[src/rtl/piso_chain_serializer.sv]
// Parallel-to-serial converter with a one-word staging buffer ahead of the shift register.
// All state updates on the falling edge of i_sclk; staged words can optionally chain back-to-back.
module piso_chain_serializer #(
    parameter int unsigned WORD_W     = 40,
    parameter bit          MSB_FIRST  = 1'b1,
    parameter bit          AUTO_CHAIN = 1'b0
) (
    input  logic              i_sclk,
    input  logic              i_clear,
    input  logic              i_p2s_enable,
    input  logic [WORD_W-1:0] i_shifted,
    input  logic              i_frame,
    output logic              o_serial_out,
    output logic              o_out_ready,
    output logic              o_busy,
    output logic              o_space,
    output logic              o_frame_start,
    output logic              o_overrun,
    output logic              o_underrun
);
    localparam int unsigned     CntW    = $clog2(WORD_W);
    localparam logic [CntW-1:0] CntLast = CntW'(WORD_W - 1);

    typedef enum logic {StIdle, StShift} state_e;

    state_e            r_state, w_state_d;
    logic [WORD_W-1:0] r_stage, w_stage_d;
    logic [WORD_W-1:0] r_shreg, w_shreg_d;
    logic [CntW-1:0]   r_cnt, w_cnt_d;
    logic              r_valid, w_valid_d;
    logic              r_sout, w_sout_d;
    logic              r_ready, w_ready_d;
    logic              r_fstart, w_fstart_d;
    logic              r_ovr, w_ovr_d;
    logic              r_udr, w_udr_d;
    logic              w_last;
    logic              w_start;
    logic              w_accept;

    // The bit presented next and the word left after presenting it, in the configured order.
    function automatic logic head_bit(input logic [WORD_W-1:0] w);
        return MSB_FIRST ? w[WORD_W-1] : w[0];
    endfunction

    function automatic logic [WORD_W-1:0] advance(input logic [WORD_W-1:0] w);
        return MSB_FIRST ? (w << 1) : (w >> 1);
    endfunction

    always_comb begin
        w_last   = (r_cnt == '0);
        w_start  = r_valid && ((r_state == StIdle && i_frame) ||
                               (r_state == StShift && w_last && AUTO_CHAIN));
        // A full buffer can still take a load on the edge that empties it into the shifter.
        w_accept = i_p2s_enable && (!r_valid || w_start);

        w_state_d  = r_state;
        w_shreg_d  = r_shreg;
        w_cnt_d    = r_cnt;
        w_sout_d   = 1'b0;
        w_ready_d  = 1'b0;
        w_fstart_d = 1'b0;
        w_udr_d    = 1'b0;
        w_ovr_d    = i_p2s_enable && !w_accept;
        w_stage_d  = w_accept ? i_shifted : r_stage;
        w_valid_d  = w_accept ? 1'b1 : (w_start ? 1'b0 : r_valid);

        if (w_start) begin
            w_state_d  = StShift;
            w_sout_d   = head_bit(r_stage);
            w_shreg_d  = advance(r_stage);
            w_cnt_d    = CntLast;
            w_ready_d  = 1'b1;
            w_fstart_d = 1'b1;
        end else if (r_state == StShift) begin
            if (!w_last) begin
                w_sout_d  = head_bit(r_shreg);
                w_shreg_d = advance(r_shreg);
                w_cnt_d   = r_cnt - 1'b1;
                w_ready_d = 1'b1;
            end else begin
                w_state_d = StIdle;
                w_udr_d   = i_frame && !r_valid;
            end
        end
    end

    always_ff @(negedge i_sclk) begin
        if (i_clear) begin
            r_state  <= StIdle;
            r_stage  <= '0;
            r_shreg  <= '0;
            r_cnt    <= '0;
            r_valid  <= 1'b0;
            r_sout   <= 1'b0;
            r_ready  <= 1'b0;
            r_fstart <= 1'b0;
            r_ovr    <= 1'b0;
            r_udr    <= 1'b0;
        end else begin
            r_state  <= w_state_d;
            r_stage  <= w_stage_d;
            r_shreg  <= w_shreg_d;
            r_cnt    <= w_cnt_d;
            r_valid  <= w_valid_d;
            r_sout   <= w_sout_d;
            r_ready  <= w_ready_d;
            r_fstart <= w_fstart_d;
            r_ovr    <= w_ovr_d;
            r_udr    <= w_udr_d;
        end
    end

    assign o_serial_out  = r_sout;
    assign o_out_ready   = r_ready;
    assign o_busy        = (r_state == StShift);
    assign o_space       = !r_valid;
    assign o_frame_start = r_fstart;
    assign o_overrun     = r_ovr;
    assign o_underrun    = r_udr;

endmodule

[config.mk]
export PLATFORM = sky130hd
export DESIGN_NAME = piso_chain_serializer
export DESIGN_NICKNAME = d
export VERILOG_FILES = /design/src/rtl/piso_chain_serializer.sv
export SDC_FILE = /design/constraint.sdc
export NUM_CORES = 1
export LEC_CHECK = 0
export ABC_AREA = 1
export CAP_MARGIN = 20
export CORE_MARGIN = 3
export CORE_UTILIZATION = 49
export DETAILED_ROUTE_END_ITERATION = 12
export PLACE_DENSITY_LB_ADDON = 0.05
export SYNTH_ARGS = -nofsm -noshare
export SYNTH_HDL_FRONTEND = slang
export SYNTH_SLANG_ARGS = --single-unit
[constraint.sdc]
create_clock -name i_sclk -period 1.5 [get_ports i_sclk]
set_input_delay 0.3 -clock i_sclk [delete_from_list [all_inputs] [get_ports i_sclk]]
set_output_delay 0.3 -clock i_sclk [all_outputs]
set_load 0.005 [all_outputs]
==> results of run 1 <==
## flip-flops by register name (all words and copies together), names as in the netlist
signal         count
r_stage           40
r_shreg           39
r_cnt              6
o_frame_start      1
o_out_ready        1
o_overrun          1
o_serial_out       1
o_underrun         1
r_valid            1
## worst paths after layout
check                   start  slack (ps)  cells after the start          end
setup reg to reg     r_cnt[1]        -200                      9  r_shreg[36]
hold / removal    r_shreg[28]         470                      2  r_shreg[28]
setup / recovery      r_valid        -540                      2      o_space
hold reg to reg   r_shreg[28]         470                      2  r_shreg[28]
## through the flow
step	total power (W)	hold slack [ps]	std cells
after global placement	0.00373	441	563
after floorplan	0.00347	427	420
after detailed placement	0.00375	448	563
after global routing	0.00772	486	710
after CTS	0.00662	456	709
final	0.00748	474	711
## layout by cell type (no fill, tap or decap), drive strengths merged
cell type      count
xor2               2
nor2              87
mux2i             37
clkinv             2
dlygate4sd2        1
nor3               3
nand3              8
dfxtp             91
bufbuf             1
diode              1
inv              110
bufinv             1
nand2             59
clkbuf             9
o21ai             80
ha                 2
clkdlybuf4s50     40
nand4              2
a21oi              5
buf               72
a31oi              2
## report_power, final
part	internal [W]	switching, W	leakage (nW)
logic	0.000739	0.000749	1.87
registers	0.00254	0.000156	0.748
clock network	0.00111	0.00218	0.592
total	0.00439	0.00309	3.21
## cells by family after synthesis
kind of cell,count (synthesis)
DFF,91
muxes,37
AOI/OAI and AO/OA,87
buffers and inverters,42
adders and majority gates,2
xor gates and xnor gates,2
and+or+nand+nor,159
## metal layers
| layer | wire length (um) | part of all wire |
|---|---|---|
| met2 | 8810 | 0.47 |
| met4 | 1590 | 0.086 |
| met1 | 6360 | 0.34 |
| met3 | 1800 | 0.097 |
| met5 | 13 | 0.00070 |
## what timing repair did
item,4_1_cts,5_1_grt
pin swaps,30,21
resized for setup,206,155
endpoints found under the setup margin,98,91
gates cloned,19,0
buffers inserted,23,17
## layout make-up
class,instances,area share
Inverter,15,0.0117
Antenna cell,1,0.000378
Clock inverter,98,0.0629
Tap cell,96,0.0181
Clock buffer,9,0.0187
Sequential cell,91,0.277
Multi-Input combinational cell,287,0.381
Timing Repair Buffer,114,0.230
## worst min-delay path, stage by stage (launching register included)
cell and delay, ps:
dfxtp_1 310, nand2_1 60, o21ai_1 50
==> flow_metrics.env, run 1 <==
export IMPL_area_growth_pct=82.6
export IMPL_rsz0062_at_grt="true"
export IMPL_syn_nets=466
export IMPL_async_reset_ff_frac=0
export IMPL_grt_pass1_wl_mm=22.6
export IMPL_seq_area_um2=1840
export IMPL_cts_tree="done"
export IMPL_synth_top_cells_by_count="dfxtp_1, nor2_1, o21ai_0"
export IMPL_synth_most_common_cell="dfxtp_1"
export IMPL_worst_clock_skew_ps=89.3
export IMPL_drive_gt1_frac=0.458
export IMPL_p_leak_nw=3.21
export IMPL_grt_overflow=0
export IMPL_cap_violations=0
export IMPL_num_vias=4406
export IMPL_critPathCaptureType="primary output"
export IMPL_max_stage_delay_ps=360
export IMPL_htree_levels=3
export IMPL_cts_buffer_depth=2
export IMPL_hold_class="reg2reg"
export IMPL_violations="setup timing"
export IMPL_multi_input_area_um2=2530
export IMPL_setup_violations=91
export IMPL_grt_pass1_vias=4472
export IMPL_avgSynthCellArea_um2=8.65
export IMPL_cts_root_buf="clkbuf_8"
export IMPL_status="finished, violations left"
export IMPL_via_per_inst=6.20
export IMPL_setup_worst_path_start_class="register"
export IMPL_totalWireLength_mm=18.6
export IMPL_finalHoldViolCount=0
export IMPL_start_util=0.520
export IMPL_numCtsBuffers=9
export IMPL_final_core_util=0.949
export IMPL_ir_drop_uv=829
export IMPL_critical_path_arrival_ps=1740
export IMPL_antenna_found_initial=2
export IMPL_crit_type="reg2out"
export IMPL_cp_max_fo=2
export IMPL_busiest_layer="met2"
export IMPL_synth_largest_area_cell="dfxtp_1"
export IMPL_postCtsHoldBufs=0
export IMPL_setup_tns_ps=-15910
export IMPL_final_cell_area_um2=6630
export IMPL_firstDrtPassIters=5
export IMPL_synth_edf_count=0
export IMPL_maxSlewHeadroom=0.757
export IMPL_dieHeight_um=92.1
export IMPL_io_pins=51
export IMPL_synth_xor_area_share=0.00482
export IMPL_port_buffers=50
export IMPL_synth_top_family_by_area="simple AND/OR/NAND/NOR gates"
export IMPL_core_um2=6980
export IMPL_slew_violations=0
export IMPL_pwr_density_cell_nw_per_um2=1130
export IMPL_placed_area_um2=4420
export IMPL_drt_iter0_drc=445
export IMPL_drcViolationCount=0
export IMPL_seq_area_frac_synth=0.502
export IMPL_synthMuxAreaShare=0.102
export IMPL_synth_adder_area_share=0.00689
export IMPL_die_width_um=92.1
export IMPL_ys_ff_latch=91
export IMPL_clkTransAtPathRegs_ps=100
export IMPL_critPathBufInv=2
export IMPL_ys_types=28
export IMPL_cts_sink_count=91
export IMPL_cp_data_required_time_ps=1200
export IMPL_met2_usage=0.619
export IMPL_setup_ws_ps=-537
export IMPL_crit_family="flip-flops"
export IMPL_clock_latency_ps=500
export IMPL_synth_top_area_frac=0.502
export IMPL_finalNetCount=655
export IMPL_dp_hpwl_mm=5.12
export IMPL_grt_use_total=0.349
export IMPL_place_gp_congestion=0.722
export IMPL_synth_compound_area_frac=0.129
export IMPL_postSynthCellCount=420
export IMPL_ys_flop_type="dfxtp_1"
export IMPL_use_met3=0.119
export IMPL_worstMarginPinSlew_ps=362
export IMPL_num_rows=30
export IMPL_cp_slowest_cell="dfxtp_2"
export IMPL_crit_chain="inv_2 -> buf_2"
export IMPL_preCtsSetupSlack_ps=-951
export IMPL_wire_per_inst_um=26.1
export IMPL_ant_nets=0
export IMPL_fillerInstances=176
export IMPL_synthTopCellsByArea="dfxtp_1, mux2i_1, nor2_1"
export IMPL_synth_area_um2=3630
export IMPL_met1_usage=0.351
export IMPL_ys_warn_count=0
export IMPL_grt_start_max_net_pins=22
export IMPL_synthSimpleGateAreaFrac=0.184
export IMPL_fp_dieArea_um2=8480
Note: power is estimated with default switching activity, not from simulation.
==> inputs of run 2 (changes only) <==
CORE_UTILIZATION = 30   (was 49)
==> run 2 against run 1 <==
  * The run still ends with setup timing left
  * First-iteration DRC count decreased by 78%
  * Highest routed layer is now met4
  * Global-route usage decreased by 19 points
  * Total power decreased by 0.97%
  * Wire length decreased by 44%
==> flow_metrics.env, run 2 (same netlist as run 1, synthesis figures left out) <==
export IMPL_worst_clock_skew_ps=15.4
export IMPL_rrSetupSlack_ps=-100
export IMPL_highest_layer="met4"
export IMPL_antenna_found_initial=0
export IMPL_ir_drop_uv=531
export IMPL_setup_tns_ps=-10860
export IMPL_drcViolationCount=0
export IMPL_dieHeight_um=116
export IMPL_cts_tree="done"
export IMPL_largest_register_ffs=40
export IMPL_internal_power_w=0.00518
export IMPL_largestRegisters="r_stage (40), r_shreg (39), r_cnt (6)"
export IMPL_num_rows=39
export IMPL_violations="setup timing"
export IMPL_totalWireLength_mm=10.3
export IMPL_cp_data_required_time_ps=1200
export IMPL_finalHoldViolCount=0
export IMPL_critPathBufInv=1
export IMPL_crit_chain="buf_6"
export IMPL_rsz0062_at_grt="true"
export IMPL_startpoint="o_out_ready"
export IMPL_grt_use_total=0.163
export IMPL_clock_latency_ps=400
export IMPL_p_sw_w=0.00223
export IMPL_fp_dieArea_um2=13500
export IMPL_cts_sink_count=91
export IMPL_ant_nets=0
export IMPL_wire_per_inst_um=13.8
export IMPL_hold_class="reg2reg"
export IMPL_port_buffers=50
export IMPL_drive_gt1_frac=0.378
export IMPL_whs_ps=452
export IMPL_critPathCaptureType="primary output"
export IMPL_setup_worst_path_start_class="register"
export IMPL_grt_overflow=0
export IMPL_critical_path_arrival_ps=1590
export IMPL_dp_hpwl_mm=5.79
export IMPL_cp_slowest_cell="dfxtp_4"
export IMPL_met1_length_mm=4.51
export IMPL_drt_iter0_drc=99
export IMPL_seqPwrFrac=0.357
export IMPL_hp_start="r_stage[0]"
export IMPL_n_antenna_cell=0
export IMPL_met3WireLength_um=462
export IMPL_max_stage_delay_ps=340
export IMPL_power_frac_comb=0.167
export IMPL_final_cell_mix="inv_1, dfxtp_1, nor2_1"
export IMPL_via_per_inst=4.64
export IMPL_preCtsSetupSlack_ps=-931
export IMPL_status="finished, violations left"
export IMPL_setup_violations=89
export IMPL_pwr_density_cell_nw_per_um2=1150
export IMPL_cts_buffer_depth=2
export IMPL_crit_type="reg2out"
export IMPL_num_vias=3472
export IMPL_final_common_cell="inv_1"
export IMPL_numCtsBuffers=9
export IMPL_area_growth_pct=77.9
export IMPL_grt_start_max_net_pins=22
export IMPL_htree_levels=3
export IMPL_setup_ws_ps=-394
export IMPL_cp_max_fo=3
export IMPL_core_um2=11600
export IMPL_place_gp_congestion=0.737
export IMPL_start_util=0.313
export IMPL_io_pins=51
export IMPL_crit_family="flip-flops"
export IMPL_worstMarginPinSlew_ps=253
export IMPL_grt_pass1_wl_mm=17.0
export IMPL_cts_root_buf="clkbuf_16"
export IMPL_firstDrtPassIters=4
export IMPL_p_leak_nw=3.08
export IMPL_pwr_share_clk=0.476
export IMPL_clkTransAtPathRegs_ps=40
export IMPL_r2r_start="r_cnt[0]"
export IMPL_dr_wl_met2_mm=5.16
export IMPL_cap_violations=0
export IMPL_slew_violations=0
export IMPL_finalNetCount=647
export IMPL_largest_register="r_stage"
export IMPL_maxSlewHeadroom=0.831
export IMPL_grt_pass1_vias=3754
export IMPL_die_width_um=116
export IMPL_netSwitchingFraction=0.301
run 2: metrics by stage:
stage	total power (W)	utilization	instances	area (um^2)
CTS	0.00749	0.528	751	6130
finish	0.00740	0.556	749	6460
global route	0.00798	0.556	749	6460
global placement	0.00379	0.391	614	4540
detailed placement	0.00379	0.391	614	4540
floorplan	0.00347	-	420	3740
run 2: power by group through the flow:
stage | Sequential (W) | Combinational, W | Clock (W)
2_1_floorplan | 0.00264 | 0.000463 | 0.000371
3_3_place_gp | 0.00265 | 0.000763 | 0.000371
3_5_place_dp | 0.00265 | 0.000767 | 0.000371
4_1_cts | 0.00263 | 0.00117 | 0.00370
5_1_grt | 0.00265 | 0.00134 | 0.00400
6_report | 0.00264 | 0.00124 | 0.00352
run 2: final cells by class:
| class | instances | area [um^2] |
|---|---|---|
| Clock buffer | 9 | 225 |
| Clock inverter | 98 | 455 |
| Fill cell | 1080 | 5150 |
| Inverter | 15 | 71.3 |
| Multi-Input combinational cell | 287 | 2200 |
| Sequential cell | 91 | 1830 |
| Tap cell | 143 | 179 |
| Timing Repair Buffer | 106 | 1490 |
run 2: final timing paths:
| path | to | depth (start not counted) |
|---|---|---|
| max reg2reg | r_shreg[11] | 10 |
| max | o_out_ready | 1 |
| min | r_shreg[1] | 2 |
| min reg2reg | r_shreg[1] | 2 |
run 2: per-layer routing:
layer / up-vias / global-route usage
li1: 1749 / -
met1: 1619 / 0.180
met2: 91 / 0.266
met3: 13 / 0.0632
met4: 0 / 0.0944
met5: - / 0
run 2: repair_timing:
action                     CTS  global route
hold buffers                 0             0
setup endpoints to repair   98            95
cloned                      14             2
buffers inserted            19             6
pin swaps                   10             9
resized for setup          164            99
==> inputs of run 3 (changes only) <==
CAP_MARGIN = 40   (was 20)
SETUP_SLACK_MARGIN = 0.05   (was unset)
==> run 3 against run 2 <==
  * The flow still finishes with violations (setup timing)
  * Clock power down 13%
  * Clock skew grew 9.3 ps
  * Count of clock-buffer cells in the layout stayed put
  * Cell area up 4.7%
  * Worst setup slack got worse by 16 ps
  * Total power is 3.8% lower
==> flow_metrics.env, run 3 (same netlist as run 1, synthesis figures left out) <==
export IMPL_setup_worst_path_start_class="register"
export IMPL_slew_violations=0
export IMPL_numCtsBuffers=9
export IMPL_place_gp_congestion=0.689
export IMPL_grt_start_max_net_pins=16
export IMPL_drive_gt1_frac=0.407
export IMPL_finalNetCount=667
export IMPL_crit_family="flip-flops"
export IMPL_critical_path_arrival_ps=1610
export IMPL_critPathBufInv=2
export IMPL_fp_dieArea_um2=13500
export IMPL_cp_slowest_cell="dfxtp_4"
export IMPL_wire_per_inst_um=14.9
export IMPL_die_width_um=116
export IMPL_setup_violations=93
export IMPL_startpoint="r_valid"
export IMPL_largestRegisters="r_stage (40), r_shreg (39), r_cnt (6)"
export IMPL_num_rows=39
export IMPL_dp_hpwl_mm=5.59
export IMPL_clock_latency_ps=420
export IMPL_power_w=0.00712
export IMPL_htree_levels=3
export IMPL_cp_data_required_time_ps=1200
export IMPL_cts_root_buf="clkbuf_16"
export IMPL_grt_pass1_wl_mm=18.4
export IMPL_final_common_cell="inv_1"
export IMPL_largest_register_ffs=40
export IMPL_start_util=0.313
export IMPL_finalHoldViolCount=0
export IMPL_totalWireLength_mm=11.4
export IMPL_p_leak_nw=3.11
export IMPL_whs_path_depth=2
export IMPL_crit_type="reg2out"
export IMPL_pwr_density_cell_nw_per_um2=1050
export IMPL_cap_violations=0
export IMPL_n_antenna_cell=0
export IMPL_ir_drop_uv=527
export IMPL_cts_buffer_depth=2
export IMPL_maxSlewHeadroom=0.841
export IMPL_num_vias=3620
export IMPL_r2r_start="o_out_ready"
export IMPL_violations="setup timing"
export IMPL_firstDrtPassIters=4
export IMPL_drt_iter0_drc=122
export IMPL_via_per_inst=4.71
export IMPL_core_um2=11600
export IMPL_antenna_found_initial=0
export IMPL_crit_chain="inv_2 -> buf_6"
export IMPL_largest_register="r_stage"
export IMPL_dieHeight_um=116
export IMPL_preCtsSetupSlack_ps=-983
export IMPL_worstMarginPinSlew_ps=238
export IMPL_grt_use_total=0.177
export IMPL_rsz0062_at_grt="true"
export IMPL_whs_ps=450
export IMPL_cp_max_fo=2
export IMPL_clkTransAtPathRegs_ps=30
export IMPL_area_growth_pct=86.4
export IMPL_critPathCaptureType="primary output"
export IMPL_cts_sink_count=91
export IMPL_hold_class="reg2reg"
export IMPL_drcViolationCount=0
export IMPL_status="finished, violations left"
export IMPL_fillerInstances=1018
export IMPL_grt_pass1_vias=3831
export IMPL_setup_ws_ps=-411
export IMPL_cts_tree="done"
export IMPL_io_pins=51
export IMPL_hp_start="r_shreg[23]"
export IMPL_setup_tns_ps=-20800
export IMPL_grt_overflow=0
export IMPL_final_cell_mix="inv_1, dfxtp_1, o21ai_2"
export IMPL_r2r_cells=10
export IMPL_crit_cells=2
export IMPL_max_stage_delay_ps=330
export IMPL_port_buffers=50
export IMPL_worst_clock_skew_ps=24.8
export IMPL_ant_nets=0
## run 3: cell types whose count changed in the layout (fill, tap and decap cells not counted), moves of 6 or more
cell,change
o21ai_1,+14
nor2_4,+40
nor2_1,-35
buf_6,+6
nand2_1,+17
o21ai_2,-9
nand2_4,-8
buf_4,+6
nand2_2,-7
## run 3: worst paths after layout
path | slack (ps) | to
min | 450 | r_shreg[23]
min reg2reg | 450 | r_shreg[23]
max reg2reg | -70 | r_stage[29]
max | -410 | o_space
## run 3: stage by stage
step / std cells / area [um^2] / utilization
finish: 769 / 6770 / 0.583
global route: 769 / 6770 / 0.583
CTS: 770 / 6530 / 0.562
detailed placement: 614 / 4530 / 0.390
global placement: 614 / 4530 / 0.390
floorplan: 420 / 3750 / -
## run 3: tightest hold or removal path, stage by stage, from the launching register on
cell	delay [ps]
dfxtp_1	300
nand2_1	50
o21ai_1	50
## run 3: final cells by class
| class | instances | area [um^2] | area share |
|---|---|---|---|
| multi-input cells | 287 | 2310 | 0.341 |
| flip-flops and latches | 91 | 1830 | 0.271 |
| clock inverters | 98 | 384 | 0.0568 |
| inverters | 15 | 86.3 | 0.0128 |
| clock buffers | 9 | 225 | 0.0333 |
| repair buffers | 126 | 1750 | 0.259 |
| well taps | 143 | 179 | 0.0264 |
## run 3: where the power goes
part           internal, W  leakage [nW]  switching (W)
sequential         0.00255         0.747       0.000122
clock              0.00143         0.614        0.00161
combinational     0.000784          1.75       0.000616
## run 3: repair_timing
action	4_1_cts	5_1_grt
buffers inserted	31	11
endpoints found under the setup margin	98	94
pin swaps	16	30
cloned	21	1
resized for setup	207	96
hold buffers	0	0
## run 3: metal layers
layer  share of wire  GRT usage
met2            0.53      0.292
met4           0.015     0.0882
met3           0.032     0.0616
met1            0.42      0.205
met5               0          0
